==> config.mk <==
export PLATFORM = sky130hd
export DESIGN_NAME = serial_subtractor_core_flat
export DESIGN_NICKNAME = d
export VERILOG_FILES = /design/src/rtl/serial_arith_pkg.sv /design/src/rtl/serial_subtractor_core_if.sv /design/src/rtl/full_subtractor_cell.sv /design/src/rtl/serial_subtractor_core.sv /design/src/flat_wrapper.sv
export SDC_FILE = /design/constraint.sdc
export NUM_CORES = 1
export LEC_CHECK = 0
export CAP_MARGIN = 20
export CORE_ASPECT_RATIO = 0.6
export CORE_MARGIN = 4
export CORE_UTILIZATION = 40
export CTS_CLUSTER_DIAMETER = 30
export DETAILED_ROUTE_END_ITERATION = 6
export PLACE_DENSITY = 0.65
export SLEW_MARGIN = 30
export SYNTH_ARGS = -nofsm -noshare
export SYNTH_HDL_FRONTEND = slang
export SYNTH_SLANG_ARGS = --single-unit
==> constraint.sdc <==
create_clock -name clk -period 1.6 [get_ports clk]
set_input_delay 0.24 -clock clk [delete_from_list [all_inputs] [get_ports clk]]
set_output_delay 0.24 -clock clk [all_outputs]
set_load 0.05 [all_outputs]
==> src/rtl/serial_arith_pkg.sv <==
// Shared definitions for the bit-serial arithmetic cores.
// The serial adder and subtractor use the same state encoding and default width.
package serial_arith_pkg;

    localparam int DEFAULT_WIDTH = 8;

    typedef enum logic [1:0] {
        S_IDLE = 2'd0,
        S_BUSY = 2'd1,
        S_DONE = 2'd2
    } state_t;

endpackage

==> src/rtl/serial_subtractor_core_if.sv <==
// Operand and result handshake bundle for the serial subtractor.
// The master side supplies the operands and consumes the result.
interface serial_subtractor_core_if
    import serial_arith_pkg::*;
#(
    parameter int WIDTH = DEFAULT_WIDTH
);

    logic             in_valid;
    logic             in_ready;
    logic [WIDTH-1:0] a;
    logic [WIDTH-1:0] b;
    logic             out_valid;
    logic             out_ready;
    logic [WIDTH-1:0] diff;
    logic             borrow;
    logic             zero;
    logic             ser_bit;
    logic             ser_vld;

    modport master (
        output in_valid, a, b, out_ready,
        input  in_ready, out_valid, diff, borrow, zero, ser_bit, ser_vld
    );

    modport slave (
        input  in_valid, a, b, out_ready,
        output in_ready, out_valid, diff, borrow, zero, ser_bit, ser_vld
    );

endinterface

==> src/rtl/full_subtractor_cell.sv <==
// One-bit full subtractor: d = a - b - bin, with the borrow out to the next bit.
module full_subtractor_cell (
    input  logic a_i,
    input  logic b_i,
    input  logic bin_i,
    output logic d_o,
    output logic bout_o
);

    assign d_o    = a_i ^ b_i ^ bin_i;
    assign bout_o = (~a_i & b_i) | (~(a_i ^ b_i) & bin_i);

endmodule

==> src/rtl/serial_subtractor_core.sv <==
// Bit-serial A-B, LSB first, through a single full-subtractor cell.
// Operands arrive on one handshake; the difference, borrow and zero flag leave on another.
module serial_subtractor_core
    import serial_arith_pkg::*;
#(
    parameter int WIDTH = DEFAULT_WIDTH
) (
    input  logic                     clk,
    input  logic                     rst,
    serial_subtractor_core_if.slave  bus
);

    localparam int CNT_W = $clog2(WIDTH);
    localparam logic [CNT_W-1:0] LAST_BIT = CNT_W'(WIDTH - 1);

    state_t           state_q, state_d;
    logic [WIDTH-1:0] aShift_q, aShift_d;
    logic [WIDTH-1:0] bShift_q, bShift_d;
    logic [WIDTH-1:0] result_q, result_d;
    logic             borrowReg_q, borrowReg_d;
    logic [CNT_W-1:0] count_q, count_d;
    logic [WIDTH-1:0] diff_q, diff_d;
    logic             borrowOut_q, borrowOut_d;
    logic             zero_q, zero_d;

    logic             cellD;
    logic             cellBout;
    logic [WIDTH-1:0] resultShifted;

    full_subtractor_cell uCell (
        .a_i   (aShift_q[0]),
        .b_i   (bShift_q[0]),
        .bin_i (borrowReg_q),
        .d_o   (cellD),
        .bout_o(cellBout)
    );

    // Each new difference bit enters at the MSB, so after WIDTH shifts bit 0 sits at the LSB.
    assign resultShifted = {cellD, result_q[WIDTH-1:1]};

    always_comb begin
        state_d     = state_q;
        aShift_d    = aShift_q;
        bShift_d    = bShift_q;
        result_d    = result_q;
        borrowReg_d = borrowReg_q;
        count_d     = count_q;
        diff_d      = diff_q;
        borrowOut_d = borrowOut_q;
        zero_d      = zero_q;
        case (state_q)
            S_IDLE: begin
                if (bus.in_valid) begin
                    aShift_d    = bus.a;
                    bShift_d    = bus.b;
                    borrowReg_d = 1'b0;
                    count_d     = '0;
                    state_d     = S_BUSY;
                end
            end
            S_BUSY: begin
                aShift_d    = aShift_q >> 1;
                bShift_d    = bShift_q >> 1;
                result_d    = resultShifted;
                borrowReg_d = cellBout;
                count_d     = count_q + CNT_W'(1);
                if (count_q == LAST_BIT) begin
                    diff_d      = resultShifted;
                    borrowOut_d = cellBout;
                    zero_d      = (resultShifted == '0);
                    state_d     = S_DONE;
                end
            end
            S_DONE: begin
                if (bus.out_ready) begin
                    state_d = S_IDLE;
                end
            end
            default: state_d = S_IDLE;
        endcase
    end

    always_ff @(posedge clk or posedge rst) begin
        if (rst) begin
            state_q     <= S_IDLE;
            aShift_q    <= '0;
            bShift_q    <= '0;
            result_q    <= '0;
            borrowReg_q <= 1'b0;
            count_q     <= '0;
            diff_q      <= '0;
            borrowOut_q <= 1'b0;
            zero_q      <= 1'b0;
        end else begin
            state_q     <= state_d;
            aShift_q    <= aShift_d;
            bShift_q    <= bShift_d;
            result_q    <= result_d;
            borrowReg_q <= borrowReg_d;
            count_q     <= count_d;
            diff_q      <= diff_d;
            borrowOut_q <= borrowOut_d;
            zero_q      <= zero_d;
        end
    end

    assign bus.in_ready  = (state_q == S_IDLE);
    assign bus.out_valid = (state_q == S_DONE);
    assign bus.diff      = diff_q;
    assign bus.borrow    = borrowOut_q;
    assign bus.zero      = zero_q;
    assign bus.ser_vld   = (state_q == S_BUSY);
    assign bus.ser_bit   = (state_q == S_BUSY) & cellD;

endmodule

==> src/flat_wrapper.sv <==
// flat-port wrapper written by rule: the top's interface ports become plain ports
module serial_subtractor_core_flat import serial_arith_pkg::*;
#(
    parameter int WIDTH = DEFAULT_WIDTH
)
  (clk, rst, bus_in_valid, bus_a, bus_b, bus_out_ready, bus_in_ready, bus_out_valid, bus_diff, bus_borrow, bus_zero, bus_ser_bit, bus_ser_vld);
  serial_subtractor_core_if #(.WIDTH(WIDTH)) bus_i ();
  input  logic clk;
  input  logic rst;
  input wire logic [$bits(bus_i.in_valid)-1:0] bus_in_valid;
  input wire logic [$bits(bus_i.a)-1:0] bus_a;
  input wire logic [$bits(bus_i.b)-1:0] bus_b;
  input wire logic [$bits(bus_i.out_ready)-1:0] bus_out_ready;
  output wire logic [$bits(bus_i.in_ready)-1:0] bus_in_ready;
  output wire logic [$bits(bus_i.out_valid)-1:0] bus_out_valid;
  output wire logic [$bits(bus_i.diff)-1:0] bus_diff;
  output wire logic [$bits(bus_i.borrow)-1:0] bus_borrow;
  output wire logic [$bits(bus_i.zero)-1:0] bus_zero;
  output wire logic [$bits(bus_i.ser_bit)-1:0] bus_ser_bit;
  output wire logic [$bits(bus_i.ser_vld)-1:0] bus_ser_vld;
  assign bus_i.in_valid = bus_in_valid;
  assign bus_i.a = bus_a;
  assign bus_i.b = bus_b;
  assign bus_i.out_ready = bus_out_ready;
  assign bus_in_ready = bus_i.in_ready;
  assign bus_out_valid = bus_i.out_valid;
  assign bus_diff = bus_i.diff;
  assign bus_borrow = bus_i.borrow;
  assign bus_zero = bus_i.zero;
  assign bus_ser_bit = bus_i.ser_bit;
  assign bus_ser_vld = bus_i.ser_vld;
  serial_subtractor_core #(.WIDTH(WIDTH)) u_core (.clk(clk), .rst(rst), .bus(bus_i));
endmodule
==> reports/results.txt, run 1 <==
Final hold viol count: 0
Max Fanout on Critical Path: 2
Routed wire length: 4.02 mm
Post-Route Utilization: 62.0%
Ant diodes: 0
Detailed-router iteration count before antenna repair: 4
Pin count of the biggest net entering global routing: 40
Top FF cell, synth: dfrtp_1
Slew Viols, Final: 0
Wire length per cell: 15.3 µm
Critical path arrival: 1.62 ns
Final Skew: 0.00373 ns
#FFs+latches synth: 39
Crit-path slowest cell: fa_1
Via count: 1338
Crit-path cells: inv_2 -> fa_1 -> and2_4 -> buf_12
Critical Path Sink Type: primary output
Residual DRC: 0
Placement row count: 17
Bufs and invs on worst path: 2
Hold buffers post-CTS: 0
Initial antenna violation count: 0
Total Routing Usage GR: 15.8%
Setup ws final: -0.258 ns
CTS tree: built
WS Path Type: flop to primary output
Via/cell ratio: 5.11
Clock transition at path regs: 0.07 ns
Netlist cell types: 24
Initial Util: 43.4%
Leak: 1.12 nW
IO buf count: 33
Syn Nets: 178
Worst-Margin Slew: 0.459 ns
CTS root buffer: clkbuf_8
Global-route wire length before repair: 6.60 mm
Placer Congestion: 0.738
Crit share post-route: 116%
IR drop worst, VDD: 951 µV
Worst slack, placed: 0.0378 ns
Clk buf depth: 2
DP Area: 2140 µm²
Core area: 3850 µm²
Die height: 58.1 µm
Max_cap viols: 0
Slew HR: 69.4%
Crit path largest cell delay: 0.60 ns
Top delay family on crit path: adder cells
Warnings, synthesis: 0
Vias in the first global route: 1352
Min Hold Slack: 0.303 ns
Num Clock Sinks: 39
CP startpoint kind: flop
Final setup violation count: 2
Pwr Density: 2090 nW/µm²
Worst Hold Class: input pin to asynchronous set/reset pin
Synth Area per Inst: 10.8 µm²
Mapped Area: 1670 µm²
Post-synth EDFFs: 0
Io pins: 34
Fill count: 309
Post-Synthesis Cells: 155
DRT antenna net count: 0
Commonest non-fill, non-tap cells in the layout: nand2_1, dfrtp_1, buf_4, o21ai_0, clkdlybuf4s50_1
Internal reg-to-reg setup slack: -0.07 ns
Die area: 5310 µm²
Detailed placement HPWL: 2.61 mm
Num CTS Buffers: 5
Outcome: finished with violations
Die Span X: 91.5 µm
Layout area overhead: 42.9%
Setup Total Neg Slack: -0.329 ns
H-tree lvl count: 2
Post-synth ARST share: 100%
Clk_lat worst skew: 0.29 ns
Sequential-to-total area share from yosys stat: 58.4%
Failing checks: negative setup slack
Grt total ovfl: 0
Initial DRC Count: 80
Share of cells above drive strength 1: 29.3%
Critical Path RT: 1.36 ns
F_max: 0.538 GHz
Fin crit period: 1.86 ns
Fin nets: 227
RSZ-0062 raised after global routing: yes
Post-route cell area: 2390 µm²
cells by family after synthesis:
logic type / Yosys count / synth area share (%)
and+or+nand+nor: 47 / 12.1
AOI/OAI and AO/OA: 43 / 16.9
DFF: 39 / 58.4
buffers and inverters: 15 / 4.57
muxes: 8 / 5.39
adders and majority gates: 3 / 2.69
report_power, final:
group          internal (W)  switching, W  total, W
Combinational       0.00122       0.00140   0.00262
Clock              0.000298      0.000348  0.000646
Sequential          0.00140      0.000322   0.00172
Total               0.00292       0.00207   0.00499
worst min-delay path: stages:
cell and delay [ns]:
clkdlybuf4s50_1 0.39, inv_1 0.10, buf_12 0.23
state kept, by name, summed over array words and instances, names as in the netlist:
name and cells:
u_core.state_q 2, u_core.result_q 7, u_core.borrowReg_q 1, u_core.bus.diff 8, u_core.bus.borrow 1, u_core.bShift_q 8, u_core.count_q 3, u_core.bus.zero 1
u_core.aShift_q 8
synthesized netlist by cell type, types with 2 or more instances:
master	count	area share, %
dfrtp_1	39	58
nand2_1	37	8.3
o21ai_0	20	6.0
a22oi_1	14	6.3
mux2_2	8	5.4
inv_1	6	1.3
buf_2	4	1.2
buf_4	4	1.8
a21oi_1	3	0.90
nor2b_1	3	1.1
a22o_1	2	1.0
ha_1	2	1.5
nor4_1	2	0.75
cell type report:
type                            instances  area, µm²  share of cell area [%]
Tap cell                               57       71.3                    2.99
Clock buffer                            5       68.8                    2.88
Clock inverter                          3       15.0                   0.629
Multi-Input combinational cell        101        693                    29.0
Timing Repair Buffer                   51        539                    22.6
Sequential cell                        39        978                    41.0
Inverter                                6       22.5                   0.943
through the flow:
step	std cells	total power (W)
4_1_cts	257	0.00471
2_1_floorplan	155	0.00309
3_3_place_gp	245	0.00387
5_1_grt	262	0.00529
3_5_place_dp	245	0.00393
6_report	262	0.00499
timing repair:
| item | in CTS | in global routing |
|---|---|---|
| cloned | 0 | 1 |
| buffers inserted | 4 | 4 |
| gates resized for setup | 7 | 16 |
| setup endpoints to repair | 2 | 9 |
| pin swaps | 1 | 5 |
path summary, 6_finish.rpt:
check / to / startpoint / cells past startpoint
max: bus_ser_bit / u_core.bShift_q[0]$_DFFE_PP0P_ / 4
min: u_core.bus.diff[1]$_DFFE_PP0P_ / rst / 3
max reg2reg: u_core.bus.zero$_DFFE_PP0P_ / u_core.bShift_q[0]$_DFFE_PP0P_ / 7
min reg2reg: u_core.bShift_q[3]$_DFFE_PP0P_ / u_core.bShift_q[3]$_DFFE_PP0P_ / 2
max in group asynchronous: u_core.state_q[0]$_DFFE_PP0P_ / rst / 3
min in group clk: u_core.bShift_q[3]$_DFFE_PP0P_ / u_core.bShift_q[3]$_DFFE_PP0P_ / 2
routing by layer:
layer	wire length (µm)	vias up	share of wire, %	GRT usage (%)
li1	-	633	-	-
met1	2060	673	51	22.0
met2	1730	25	43	24.0
met3	158	7	3.9	3.50
met4	68	0	1.7	7.08
met5	0	-	0	0
Power figures use the tool's default switching activity.
==> inputs of run 2 (changes only) <==
Settings changed: SETUP_SLACK_MARGIN set to 0.02.
Clock period 1.6 ns to 1.7 ns, I/O delays scaled along.
==> reports/results.txt, run 2 (synthesis gave the netlist of run 1 again) <==
Outcome: finished with violations
Failing checks: negative setup slack
Pwr Density: 1970 nW/µm² (-5.7%)
Vias in the first global route: 1314 (-2.8%)
Global-route wire length before repair: 6.32 mm (-4.3%)
CP startpoint kind: flop
Placer Congestion: 0.749 (+1.4%)
Num CTS Buffers: 5 (unchanged)
Slew HR: 67.2% (-2.2 points)
Leak: 1.05 nW (-6.1%)
Final setup violation count: 1 (-1)
Ant diodes: 0 (unchanged)
Placement row count: 17 (unchanged)
Final hold viol count: 0 (unchanged)
F_max: 0.537 GHz
Wire length per cell: 14.0 µm (-8.8%)
Critical Path RT: 1.44 ns (+0.08 ns)
Worst-Margin Slew: 0.492 ns (+0.0335 ns)
Die area: 5310 µm² (unchanged)
Initial antenna violation count: 0 (unchanged)
Routed wire length: 3.60 mm (-11%)
WS Path Type: flop to primary output
Core area: 3850 µm² (unchanged)
Layout area overhead: 35.3%
Critical path arrival: 1.61 ns (about the same)
Setup Total Neg Slack: -0.161 ns (+0.168 ns)
Via count: 1233 (-7.8%)
Residual DRC: 0 (unchanged)
Total Routing Usage GR: 15.4% (-0.49 points)
Io pins: 34 (unchanged)
Num Clock Sinks: 39 (unchanged)
Clk buf depth: 2 (unchanged)
Area of the multi-input gates: 622 µm² (-10%)
Die Span X: 91.5 µm (unchanged)
Clk_lat worst skew: 0.29 ns (about the same)
Crit share post-route: 109%
Commonest non-fill, non-tap cells in the layout: dfrtp_1, nand2_1, buf_4, o21ai_0, clkdlybuf4s50_1
Initial Util: 43.4% (unchanged)
Via/cell ratio: 4.80 (-6.1%)
Slew Viols, Final: 0 (unchanged)
DRT antenna net count: 0 (unchanged)
H-tree lvl count: 2 (unchanged)
Most common cell after layout, fill and taps aside: dfrtp_1
Initial DRC Count: 58 (-28%)
Clock transition at path regs: 0.08 ns (about the same)
Reg area: 977 µm² (-0.13%)
Max_cap viols: 0 (unchanged)
Fill count: 322 (+4.2%)
Detailed placement HPWL: 2.54 mm (-2.5%)
IO buf count: 33 (unchanged)
Max Fanout on Critical Path: 3 (+1)
Worst slack, placed: 0.114 ns (+0.0765 ns)
Detailed-router iteration count before antenna repair: 4 (unchanged)
Setup ws final: -0.161 ns (+0.0973 ns)
RSZ-0062 raised after global routing: yes
Pin count of the biggest net entering global routing: 40 (unchanged)
Grt total ovfl: 0 (unchanged)
Hold buffers post-CTS: 0 (unchanged)
Final Skew: 0.00577 ns (+0.00204 ns)
Fin crit period: 1.86 ns
Fin nets: 222 (-2.2%)
IR drop worst, VDD: 1050 µV (+10%)
Die height: 58.1 µm (unchanged)
CTS root buffer: clkbuf_8
Critical Path Sink Type: primary output
Worst Hold Class: input pin to asynchronous set/reset pin
CTS tree: built
Share of cells above drive strength 1: 24.5% (-4.8 points)
[run 2: changes by cell type in the layout (fill, tap and decap cells not counted), sizes merged]
| cell | before | now |
|---|---|---|
| buf | 31 | 27 |
| bufinv | 0 | 1 |
| clkbuf | 6 | 5 |
| clkinv | 3 | 2 |
[run 2: final timing paths]
kind                                           startpoint  slack, ns  cells after the start                        endpoint
min in group clk           u_core.bShift_q[2]$_DFFE_PP0P_       0.49                      2  u_core.bShift_q[2]$_DFFE_PP0P_
max in group asynchronous                             rst       0.94                      3   u_core.state_q[1]$_DFFE_PP0P_
hold reg to reg            u_core.bShift_q[2]$_DFFE_PP0P_       0.49                      2  u_core.bShift_q[2]$_DFFE_PP0P_
hold / removal                                        rst       0.40                      3  u_core.aShift_q[1]$_DFFE_PP0P_
setup reg to reg           u_core.bShift_q[0]$_DFFE_PP0P_       0.17                      5     u_core.bus.zero$_DFFE_PP0P_
setup / recovery           u_core.bShift_q[0]$_DFFE_PP0P_      -0.16                      4                     bus_ser_bit
[run 2: repair_timing]
action	4_1_cts	5_1_grt
pin swaps	1	2
setup endpoints to repair	2	3
gates resized for setup	4	1
setup buffers	0	3
[run 2: critical path, stage by stage (launching register included)]
cell and delay [ns]:
dfrtp_1 0.37, inv_2 0.05, fa_1 0.59, and2_4 0.18, buf_12 0.13
[run 2: area by class of cell]
type / count / area share [%]
Inverter: 6 / 0.996
Tap cell: 57 / 3.15
Clock buffer: 5 / 3.04
Timing Repair Buffer: 46 / 20.1
Sequential cell: 39 / 43.2
Multi-Input combinational cell: 101 / 27.5
Clock inverter: 3 / 1.94
[run 2: per-layer routing]
| layer | GRT usage (%) | up-vias | part of all wire [%] |
|---|---|---|---|
| met1 | 20.9 | 586 | 51 |
| met3 | 3.63 | 2 | 4.1 |
| met4 | 6.44 | 0 | 1.0 |
| li1 | - | 622 | - |
| met2 | 23.7 | 23 | 44 |
| met5 | 0 | - | 0 |
[run 2: power breakdown]
group | leakage, nW | switching [W] | internal [W]
Sequential | 0.499 | 0.000256 | 0.00132
Combinational | 0.497 | 0.00121 | 0.000907
Clock | 0.0581 | 0.000328 | 0.000437
[run 2: metrics by stage]
step                      total power (W)  hold WS (ns)  instance area [µm²]  utilization, %  cells
after floorplan                   0.00290         0.362                 1670               -    155
after global placement            0.00359         0.462                 2120            55.1    246
after detailed placement          0.00366         0.474                 2120            55.1    246
after CTS                         0.00447         0.411                 2240            58.1    254
after global routing              0.00478         0.452                 2260            58.7    257
final                             0.00446         0.396                 2260            58.7    257
==> inputs of run 3 (changes only) <==
--- a/config.mk
+++ b/config.mk
@@ -13,3 +13,3 @@
 export DETAILED_ROUTE_END_ITERATION = 6
-export PLACE_DENSITY = 0.65
+export PLACE_DENSITY = 0.63
 export SETUP_SLACK_MARGIN = 0.02
==> constraint.sdc (replaced) <==
create_clock -name clk -period 2.3 [get_ports clk]
set_input_delay 0.345 -clock clk [delete_from_list [all_inputs] [get_ports clk]]
set_output_delay 0.345 -clock clk [all_outputs]
set_load 0.005 [all_outputs]
==> reports/results.txt, run 3 (synthesis gave the netlist of run 1 again) <==
Hold buffers post-CTS: 0 (unchanged)
Slew HR: 61.5% (-5.6 points)
Ant diodes: 0 (unchanged)
RSZ-0062 raised after global routing: no
Detailed-router iteration count before antenna repair: 4 (unchanged)
Leak: 0.982 nW (-6.8%)
Logic pwr share: 41.7% (-5.8 points)
Io pins: 34 (unchanged)
IO buf count: 33 (unchanged)
WS Path Type: flop to primary output
CP startpoint kind: flop
Global-route wire length before repair: 6.51 mm (+2.9%)
Net Sw Power: 0.000924 W (-49%)
CTS tree: built
Initial Util: 43.4% (unchanged)
H-tree lvl count: 2 (unchanged)
Grt total ovfl: 0 (unchanged)
Initial DRC Count: 71 (+22%)
Final hold viol count: 0 (unchanged)
R2r endpoint: u_core.bus.diff[0]$_DFFE_PP0P_
Placer Congestion: 0.766 (+2.2%)
Vias in the first global route: 1347 (+2.5%)
Layout area overhead: 29.1%
Most common cell after layout, fill and taps aside: dfrtp_1
DP Area: 2060 µm² (-3.1%)
Via/cell ratio: 4.95 (+3.2%)
Core area: 3850 µm² (unchanged)
Post-route cell area: 2160 µm² (-4.5%)
Slew Viols, Final: 0 (unchanged)
Via count: 1243 (+0.81%)
Crit share post-route: 85.3%
Commonest non-fill, non-tap cells in the layout: dfrtp_1, nand2_1, clkdlybuf4s50_1, o21ai_0, a22oi_1
Wire length per cell: 15.2 µm (+8.3%)
Fill count: 343 (+6.5%)
Crit. Startpoint: u_core.state_q[1]$_DFFE_PP0P_
Detailed placement HPWL: 2.66 mm (+4.7%)
DRT antenna net count: 0 (unchanged)
Total Routing Usage GR: 15.8% (+0.47 points)
Worst Hold Class: input pin to asynchronous set/reset pin
Routed wire length: 3.80 mm (+5.7%)
Residual DRC: 0 (unchanged)
Die height: 58.1 µm (unchanged)
Sw Ratio: 34.0% (-6.4 points)
Critical Path RT: 1.96 ns (+0.52 ns)
Setup Total Neg Slack: 0 ns (+0.161 ns)
Fin nets: 216 (-2.7%)
IR drop worst, VDD: 697 µV (-34%)
Share of cells above drive strength 1: 11.9% (-13 points)
Placement row count: 17 (unchanged)
Internal power: 0.00180 W (-32%)
F_max: 0.509 GHz
Worst-Margin Slew: 0.575 ns (+0.0829 ns)
Fin crit period: 1.96 ns
Initial antenna violation count: 0 (unchanged)
Outcome: complete, no violations
Pwr Density: 1260 nW/µm² (-36%)
Num CTS Buffers: 5 (unchanged)
Clock power share: 15.8% (-1.4 points)
Internal reg-to-reg setup slack: 0.49 ns (+0.32 ns)
Pin count of the biggest net entering global routing: 40 (unchanged)
Critical Path Sink Type: primary output
Max_cap viols: 0 (unchanged)
CTS root buffer: clkbuf_8
End of the critical path: bus_ser_vld
Max Fanout on Critical Path: 7 (+4)
Clk buf depth: 2 (unchanged)
Reg2reg start: u_core.count_q[0]$_DFFE_PP0P_
Final setup violation count: 0 (-1)
Die Span X: 91.5 µm (unchanged)
Die area: 5310 µm² (unchanged)
Final Skew: 0.00663 ns (+0.000866 ns)
Min Hold Slack: 0.481 ns (+0.0843 ns)
Register share of total power: 42.5% (+7.2 points)
Num Clock Sinks: 39 (unchanged)
FF-to-FF path depth: 4 (-1)
Clock transition at path regs: 0.07 ns (about the same)
Critical path arrival: 1.62 ns (about the same)
Clk_lat worst skew: 0.29 ns (about the same)
run 3: changes by cell type in the layout (fill, tap and decap cells not counted), sizes merged:
cell           change
clkbuf             +2
buf               -20
bufinv             -1
clkinv             -1
clkdlybuf4s50     +13
dlymetal6s2s       +1
run 3: routing by layer:
metal / track usage, % / share of wire, % / vias up
li1: - / - / 613
met1: 22.3 / 50 / 590
met2: 22.9 / 43 / 34
met3: 4.80 / 6.0 / 6
met4: 6.01 / 1.0 / 0
met5: 0 / 0 / -
run 3: how the worst min path moves through the flow:
stage | from | to | slack (ns) | cells past startpoint
floorplan | u_core.borrowReg_q$_DFFE_PP0P_ | u_core.borrowReg_q$_DFFE_PP0P_ | 0.45 | 2
global placement | u_core.aShift_q[4]$_DFFE_PP0P_ | u_core.aShift_q[4]$_DFFE_PP0P_ | 0.46 | 2
global route | u_core.bus.zero$_DFFE_PP0P_ | u_core.bus.zero$_DFFE_PP0P_ | 0.51 | 2
finish | rst | u_core.bus.diff[7]$_DFFE_PP0P_ | 0.48 | 3
detailed placement | u_core.bShift_q[4]$_DFFE_PP0P_ | u_core.bShift_q[4]$_DFFE_PP0P_ | 0.47 | 2
CTS | u_core.aShift_q[5]$_DFFE_PP0P_ | u_core.aShift_q[5]$_DFFE_PP0P_ | 0.49 | 2
run 3: critical path, cell delays in order, from the launching register on:
cell             delay, ns
dfrtp_1               0.37
nand2b_1              0.15
inv_1                 0.24
clkdlybuf4s50_1       0.57
run 3: cell type report:
cell class	count	area, µm²	share of cell area, %
repair buffers	40	385	17.9
inverters	6	22.5	1.04
clock inverters	1	5.00	0.232
multi-input cells	101	622	28.8
flip-flops and latches	39	976	45.2
well taps	57	71.3	3.30
clock buffers	7	76.3	3.54
run 3: timing repair:
action	CTS	global route
endpoints found under the setup margin	1	1
gates resized for setup	1	1
pin swaps	1	1
buffers inserted	1	1
run 3: power groups by stage:
stage,registers [W],clock network [W],logic (W)
6_report,0.00116,0.000430,0.00113
5_1_grt,0.00119,0.000478,0.00126
4_1_cts,0.00116,0.000445,0.00111
3_5_place_dp,0.00117,0,0.00105
3_3_place_gp,0.00115,0,0.00101
2_1_floorplan,0.00113,0,0.000626
run 3: per-stage QoR:
step                      util, %  power [W]  instances  worst slack [ns]
after detailed placement     53.4    0.00222        241             0.326
final                        56.1    0.00272        251             0.337
after global placement       53.4    0.00216        241             0.312
after global routing         56.1    0.00293        251             0.257
after CTS                    55.8    0.00271        250            0.0249
after floorplan                 -    0.00175        155             0.747
